### config.mk
export PLATFORM = sky130hd
export DESIGN_NAME = pattern_sequencer
export DESIGN_NICKNAME = d
export VERILOG_FILES = /design/src/rtl/pattern_sequencer_pkg.sv /design/src/rtl/pattern_sequencer_btn_debounce.sv /design/src/rtl/pattern_sequencer.sv
export SDC_FILE = /design/constraint.sdc
export NUM_CORES = 1
export LEC_CHECK = 0
export ABC_AREA = 1
export ABC_CLOCK_PERIOD_IN_PS = 6100
export CAP_MARGIN = 40
export CORE_AREA = 2 2 56 58
export CTS_BUF_LIST = sky130_fd_sc_hd__clkbuf_8
export CTS_CLUSTER_SIZE = 24
export DETAILED_ROUTE_END_ITERATION = 10
export DIE_AREA = 0 0 58 60
export DONT_BUFFER_PORTS = 1
export GPL_TIMING_DRIVEN = 1
export HOLD_SLACK_MARGIN = 0.02
export PLACE_DENSITY = 0.83
export SETUP_SLACK_MARGIN = 0.4
export SLEW_MARGIN = 10
export SYNTH_ARGS = -nofsm -noshare
export SYNTH_HDL_FRONTEND = slang
export SYNTH_HIERARCHICAL = 1
export SYNTH_SLANG_ARGS = --single-unit
### constraint.sdc
create_clock -name clk -period 6.1 [get_ports clk]
set_input_delay 0.915 -clock clk [delete_from_list [all_inputs] [get_ports clk]]
set_output_delay 0.915 -clock clk [all_outputs]
set_load 0.01 [all_outputs]
### src/rtl/pattern_sequencer_pkg.sv
// ============================================================================
// Module   : pattern_sequencer_pkg
// Purpose  : Shared FSM encoding, pattern indices and index helpers for the
//            pattern sequencer, generator and overlay.
// Revision : 1.0 - initial release
// ============================================================================
`default_nettype none

package pattern_sequencer_pkg;

  typedef enum logic [0:0] {
    ST_MANUAL = 1'b0,
    ST_AUTO   = 1'b1
  } seq_state_t;

  localparam logic [3:0] c_pat_color_bars = 4'd0;
  localparam logic [3:0] c_pat_ramp_h     = 4'd1;
  localparam logic [3:0] c_pat_ramp_v     = 4'd2;
  localparam logic [3:0] c_pat_checker    = 4'd3;
  localparam logic [3:0] c_pat_crosshatch = 4'd4;
  localparam logic [3:0] c_pat_solid_wht  = 4'd5;
  localparam logic [3:0] c_pat_solid_blk  = 4'd6;
  localparam logic [3:0] c_pat_border     = 4'd7;

  // Oldest..newest sample window that marks a debounced press.
  localparam logic [2:0] c_press_pattern = 3'b011;

  function automatic logic [3:0] pat_inc(input logic [3:0] idx, input logic [3:0] last);
    return (idx >= last) ? 4'd0 : idx + 4'd1;
  endfunction

  function automatic logic [3:0] pat_dec(input logic [3:0] idx, input logic [3:0] last);
    return (idx == 4'd0) ? last : idx - 4'd1;
  endfunction

  // Eight-character ASCII label used by the overlay.
  function automatic logic [63:0] pat_name(input logic [3:0] idx);
    case (idx)
      c_pat_color_bars: return "COLORBAR";
      c_pat_ramp_h:     return "RAMP H  ";
      c_pat_ramp_v:     return "RAMP V  ";
      c_pat_checker:    return "CHECKER ";
      c_pat_crosshatch: return "XHATCH  ";
      c_pat_solid_wht:  return "WHITE   ";
      c_pat_solid_blk:  return "BLACK   ";
      c_pat_border:     return "BORDER  ";
      default:          return "PATTERN ";
    endcase
  endfunction

endpackage

`default_nettype wire

### src/rtl/pattern_sequencer_btn_debounce.sv
// ============================================================================
// Module   : btn_debounce
// Purpose  : Frame-sampled button debouncer producing a single press pulse.
// Revision : 1.0 - initial release
// ============================================================================
`default_nettype none

module btn_debounce (
  input  logic clk,
  input  logic reset,
  input  logic i_tick,
  input  logic i_btn,
  output logic o_press
);
  import pattern_sequencer_pkg::*;

  // The three-sample window is the two stored samples plus the live input on
  // the tick cycle, so a press acts on the same edge as its second high sample.
  logic [1:0] r_hist;
  logic       r_armed;
  logic [2:0] w_window;

  assign w_window = {r_hist, i_btn};

  // Arming requires one released sample, so a button held through reset stays silent.
  always_ff @(posedge clk) begin
    if (reset) begin
      r_hist  <= 2'b00;
      r_armed <= 1'b0;
    end else if (i_tick) begin
      r_hist <= w_window[1:0];
      if (!i_btn) begin
        r_armed <= 1'b1;
      end
    end
  end

  assign o_press = i_tick & r_armed & (w_window == c_press_pattern);

endmodule

`default_nettype wire

### src/rtl/pattern_sequencer.sv
// ============================================================================
// Module   : pattern_sequencer
// Purpose  : Selects the active test pattern via buttons or auto-cycling,
//            stepping only on frame boundaries, with a name-banner timer.
// Revision : 1.0 - initial release
// ============================================================================
`default_nettype none

module pattern_sequencer #(
  parameter int NUM_PAT       = 8,
  parameter int AUTO_FRAMES   = 300,
  parameter int BANNER_FRAMES = 120
) (
  input  logic       clk,
  input  logic       reset,
  input  logic       vblank,
  input  logic       btn_next,
  input  logic       btn_prev,
  input  logic       btn_auto,
  output logic [3:0] pattern_sel,
  output logic       auto_mode,
  output logic       banner,
  output logic       frame_tick
);
  import pattern_sequencer_pkg::*;

  localparam logic [3:0] c_last_pat    = 4'(NUM_PAT - 1);
  localparam logic [9:0] c_auto_last   = 10'(AUTO_FRAMES - 1);
  localparam logic [7:0] c_banner_load = 8'(BANNER_FRAMES);

  logic       r_vblank_d;
  seq_state_t r_state;
  logic [3:0] r_pattern_sel;
  logic [9:0] r_frame_cnt;
  logic [7:0] r_banner_cnt;

  logic       w_tick;
  logic       w_press_next;
  logic       w_press_prev;
  logic       w_press_auto;
  seq_state_t w_state_nxt;
  logic [3:0] w_sel_nxt;
  logic [9:0] w_frame_cnt_nxt;
  logic [7:0] w_banner_nxt;

  assign w_tick = vblank & ~r_vblank_d;

  btn_debounce u_db_next (.clk(clk), .reset(reset), .i_tick(w_tick), .i_btn(btn_next), .o_press(w_press_next));
  btn_debounce u_db_prev (.clk(clk), .reset(reset), .i_tick(w_tick), .i_btn(btn_prev), .o_press(w_press_prev));
  btn_debounce u_db_auto (.clk(clk), .reset(reset), .i_tick(w_tick), .i_btn(btn_auto), .o_press(w_press_auto));

  // Mode toggle outranks stepping; a user step outranks a coincident auto-step.
  always_comb begin
    w_state_nxt     = r_state;
    w_sel_nxt       = r_pattern_sel;
    w_frame_cnt_nxt = r_frame_cnt;
    if (w_tick) begin
      if (w_press_auto) begin
        w_state_nxt     = (r_state == ST_MANUAL) ? ST_AUTO : ST_MANUAL;
        w_frame_cnt_nxt = '0;
      end else if (w_press_next != w_press_prev) begin
        w_sel_nxt   = w_press_next ? pat_inc(r_pattern_sel, c_last_pat)
                                   : pat_dec(r_pattern_sel, c_last_pat);
        w_state_nxt = ST_MANUAL;
      end else if (r_state == ST_AUTO) begin
        if (r_frame_cnt >= c_auto_last) begin
          w_frame_cnt_nxt = '0;
          w_sel_nxt       = pat_inc(r_pattern_sel, c_last_pat);
        end else begin
          w_frame_cnt_nxt = r_frame_cnt + 10'd1;
        end
      end
    end
  end

  always_comb begin
    w_banner_nxt = r_banner_cnt;
    if (w_sel_nxt != r_pattern_sel) begin
      w_banner_nxt = c_banner_load;
    end else if (w_tick && (r_banner_cnt != 8'd0)) begin
      w_banner_nxt = r_banner_cnt - 8'd1;
    end
  end

  always_ff @(posedge clk) begin
    if (reset) begin
      r_vblank_d    <= 1'b1;
      r_state       <= ST_MANUAL;
      r_pattern_sel <= 4'd0;
      r_frame_cnt   <= '0;
      r_banner_cnt  <= c_banner_load;
    end else begin
      r_vblank_d    <= vblank;
      r_state       <= w_state_nxt;
      r_pattern_sel <= w_sel_nxt;
      r_frame_cnt   <= w_frame_cnt_nxt;
      r_banner_cnt  <= w_banner_nxt;
    end
  end

  assign pattern_sel = r_pattern_sel;
  assign auto_mode   = (r_state == ST_AUTO);
  assign banner      = (r_banner_cnt != 8'd0);
  assign frame_tick  = w_tick;

endmodule

`default_nettype wire
==> results.cfg <==
[power]
p_leak_nw = 0.822
power_density_mw_per_mm2 = 210
irDropWorstVdd_v = 0.000212
power_mw = 0.426

[cts]
clkLatencyLatePin_ns = 0.28
root_buffer = clkbuf_8
cts_setup_buffers = 0
clock-sinks = 33
numCtsBuffers = 5
h-tree-depth = 2
cts_tree = built
post_cts_resized = 0
clk_pin_slew_ns = 0.06
holdBufCountCts = 0
clock_path_buffers = 2

[floorplan]
core-area_mm2 = 0.00290
chipHeight_um = 60
start_util_pct = 65.8
dieArea_mm2 = 0.00348
ios = 13
die_w_um = 58
rows = 20

[synthesis]
yosysTopAreaCell = dfxtp_1
synth-edff-count = 0
syn_area_mm2 = 0.00191
synth_nets = 287
yosys_warnings = 6
synth_most_common_cell = nand2_1
yosys.area.top_type_share_pct = 34.6
synth_seq_cells = 33
async_reset_ff_share_pct = 0
ys.flop_type = dfxtp_1
synth_top_cells_by_count = nand2_1 (42), inv_1 (41), nor2_1 (40)
synthDistinctLibCells = 33
syn_avg_cell_area_um2 = 6.92
synthCells = 276
synth_area_leaders = dfxtp_1 (35%), nand2_1 (8.3%), inv_1 (8.1%), nand3_1 (7.9%), nor2_1 (7.9%)
seq_area_frac_synth_pct = 34.6

[sta]
slew_viol_final = 0
setup_viol = 0
period_share_pct = 51.6
post-route-min-period_ns = 3.15
tightest_slew_ns = 0.662
rsz0062_at_grt = no
clock_skew_ns = 0.00430
timing.fmax_mhz = 318
hold_viol_final = 0
hold_ws_ns = 0.459
tns_ns = 0
relSlewSlack_pct = 55.8

[cells_and_area]
finalNetCount = 292
area_growth_pct = 6.23
drive_gt1_share_pct = 12.5
diodes = 0
post-route-util_pct = 69.9
layoutNonFillerInstCount = 314

[worst_setup_path]
r2r_end = r_banner_cnt[1]$_SDFFE_PP0P_
reg2reg_from = r_vblank_d$_SDFF_PP1_
crit_slowest_cell = nor2_4
r2r_setup_slack_ns = 3.26
worstPathRequired_ns = 6.32
cp-end-kind = flop
rr_worst_depth = 14
path_class = primary input to flop
worstPathArrival_ns = 3.37
max_stage_delay_ns = 0.50
cp-start-kind = primary input
crit_chain = inv_2, nor2_4, nand3_1, nor2_1, nand2_1, nand2_1, nand2_1, or3_1, nand2_1, nand2_2, nand3_2, nand2_2, nor2_4, nand2_4, nor2_2
cp_common_cell = nand2_1
critical_path.max_fanout = 25

[status]
outcome = finished clean

[place]
hpwl_um = 2850
dp_cells = 307
gp_congestion = 0.941
port_buffers = 0

[route]
vias_per_cell = 5.53
vias = 1737
drc = 0
post_drt_wl_per_cell_um = 12.5
drt_iter0_markers = 98
postRouteAntennaNets = 0
drt-pass1-iter-count = 4
routed_wl_um = 3930

[grt]
grt_pass1_wl_um = 6560
grt_pass1_vias = 1588
grt-ovfl-total = 0
grt_antenna_before_repair = 0
grt_usage_pct = 24.6
grt_max_degree = 26

[hold_path]
hold_path.class = flop to flop
hp-start = u_db_auto/r_armed$_SDFFE_PP0P_
min_path_cells = 2
hold_end = u_db_auto/r_armed$_SDFFE_PP0P_

[job]
drv_cap = 0
-- cells in the final DEF, fill, tap and decap left out --
cell,netlist,layout
clkbuf_8,0,6
nor2_4,3,3
or3_1,1,1
a2111oi_0,1,1
xnor2_1,3,3
a22oi_1,2,2
o21ai_4,1,1
o311ai_0,1,1
a21oi_1,13,13
a211oi_1,1,1
nand3b_1,3,3
nor3_1,6,6
nand2_1,42,42
nor4_1,1,1
nand3_1,30,30
o21ai_0,9,9
nand3_2,1,1
nor2_8,1,1
inv_2,6,6
o21a_1,1,1
dfxtp_1,33,33
nand4_1,2,2
inv_1,41,42
a21oi_2,5,5
nor2_1,40,40
nand2_4,1,1
or2_0,1,1
nor2_2,5,5
xor2_1,7,7
o21ai_1,2,2
ha_1,5,5
nand2_2,6,6
-- worst max-delay path by stage --
stage / startpoint / slack, ns / to / cells after the start
6_report: vblank / 2.95 / r_banner_cnt[1]$_SDFFE_PP0P_ / 15
5_1_grt: vblank / 2.76 / r_banner_cnt[2]$_SDFFE_PP0P_ / 15
4_1_cts: vblank / 2.99 / r_banner_cnt[1]$_SDFFE_PP0P_ / 15
3_5_place_dp: vblank / 2.72 / r_banner_cnt[1]$_SDFFE_PP0P_ / 15
3_3_place_gp: vblank / 2.83 / r_banner_cnt[1]$_SDFFE_PP0P_ / 15
2_1_floorplan: vblank / 3.16 / r_banner_cnt[1]$_SDFFE_PP0P_ / 15
-- cell families after synthesis --
| family | count (synthesis) | synth area share (%) |
|---|---|---|
| adders and majority gates | 5 | 3.28 |
| buffers and inverters | 49 | 9.70 |
| DFF | 33 | 34.6 |
| AOI/OAI and AO/OA | 36 | 11.9 |
| and+or+nand+nor | 143 | 35.9 |
| xor gates and xnor gates | 10 | 4.59 |
-- sequential cells by signal (all words and copies together), names as in the netlist --
name	flops
r_banner_cnt	8
u_db_auto/r_hist	2
r_vblank_d	1
pattern_sel	4
u_db_prev/r_hist	2
u_db_next/r_hist	2
r_frame_cnt	10
auto_mode	1
u_db_auto/r_armed	1
u_db_next/r_armed	1
u_db_prev/r_armed	1
-- area by class of cell --
| type | instances | area, µm² |
|---|---|---|
| Sequential cell | 33 | 661 |
| Inverter | 47 | 176 |
| Tap cell | 33 | 41.3 |
| Clock buffer | 6 | 82.6 |
| Multi-Input combinational cell | 194 | 1060 |
| Fill cell | 252 | 875 |
| Clock inverter | 1 | 3.75 |
-- per-stage QoR --
step	setup WS, ns	cell area, µm²
finish	2.95	2030
global route	2.76	2030
CTS	2.99	2030
detailed placement	2.72	1940
global placement	2.83	1940
floorplan	3.16	1910
-- per-layer routing --
metal	up-vias	track usage, %	wire length (µm)
met1	782	29.8	1720
li1	894	-	-
met2	52	41.7	1930
met4	0	10.6	53
met5	-	0	0
met3	9	5.63	221
-- critical path, delay by kind of cell --
kind          cells  cell delay, ns
simple gates     14            2.41
buf+inv           1            0.03
-- power breakdown --
| part | total [mW] | switching (mW) | internal (mW) |
|---|---|---|---|
| clock | 0.161 | 0.0734 | 0.0877 |
| sequential | 0.227 | 0.00560 | 0.221 |
| combinational | 0.0384 | 0.0251 | 0.0133 |
(Power assumes the default switching activity.)
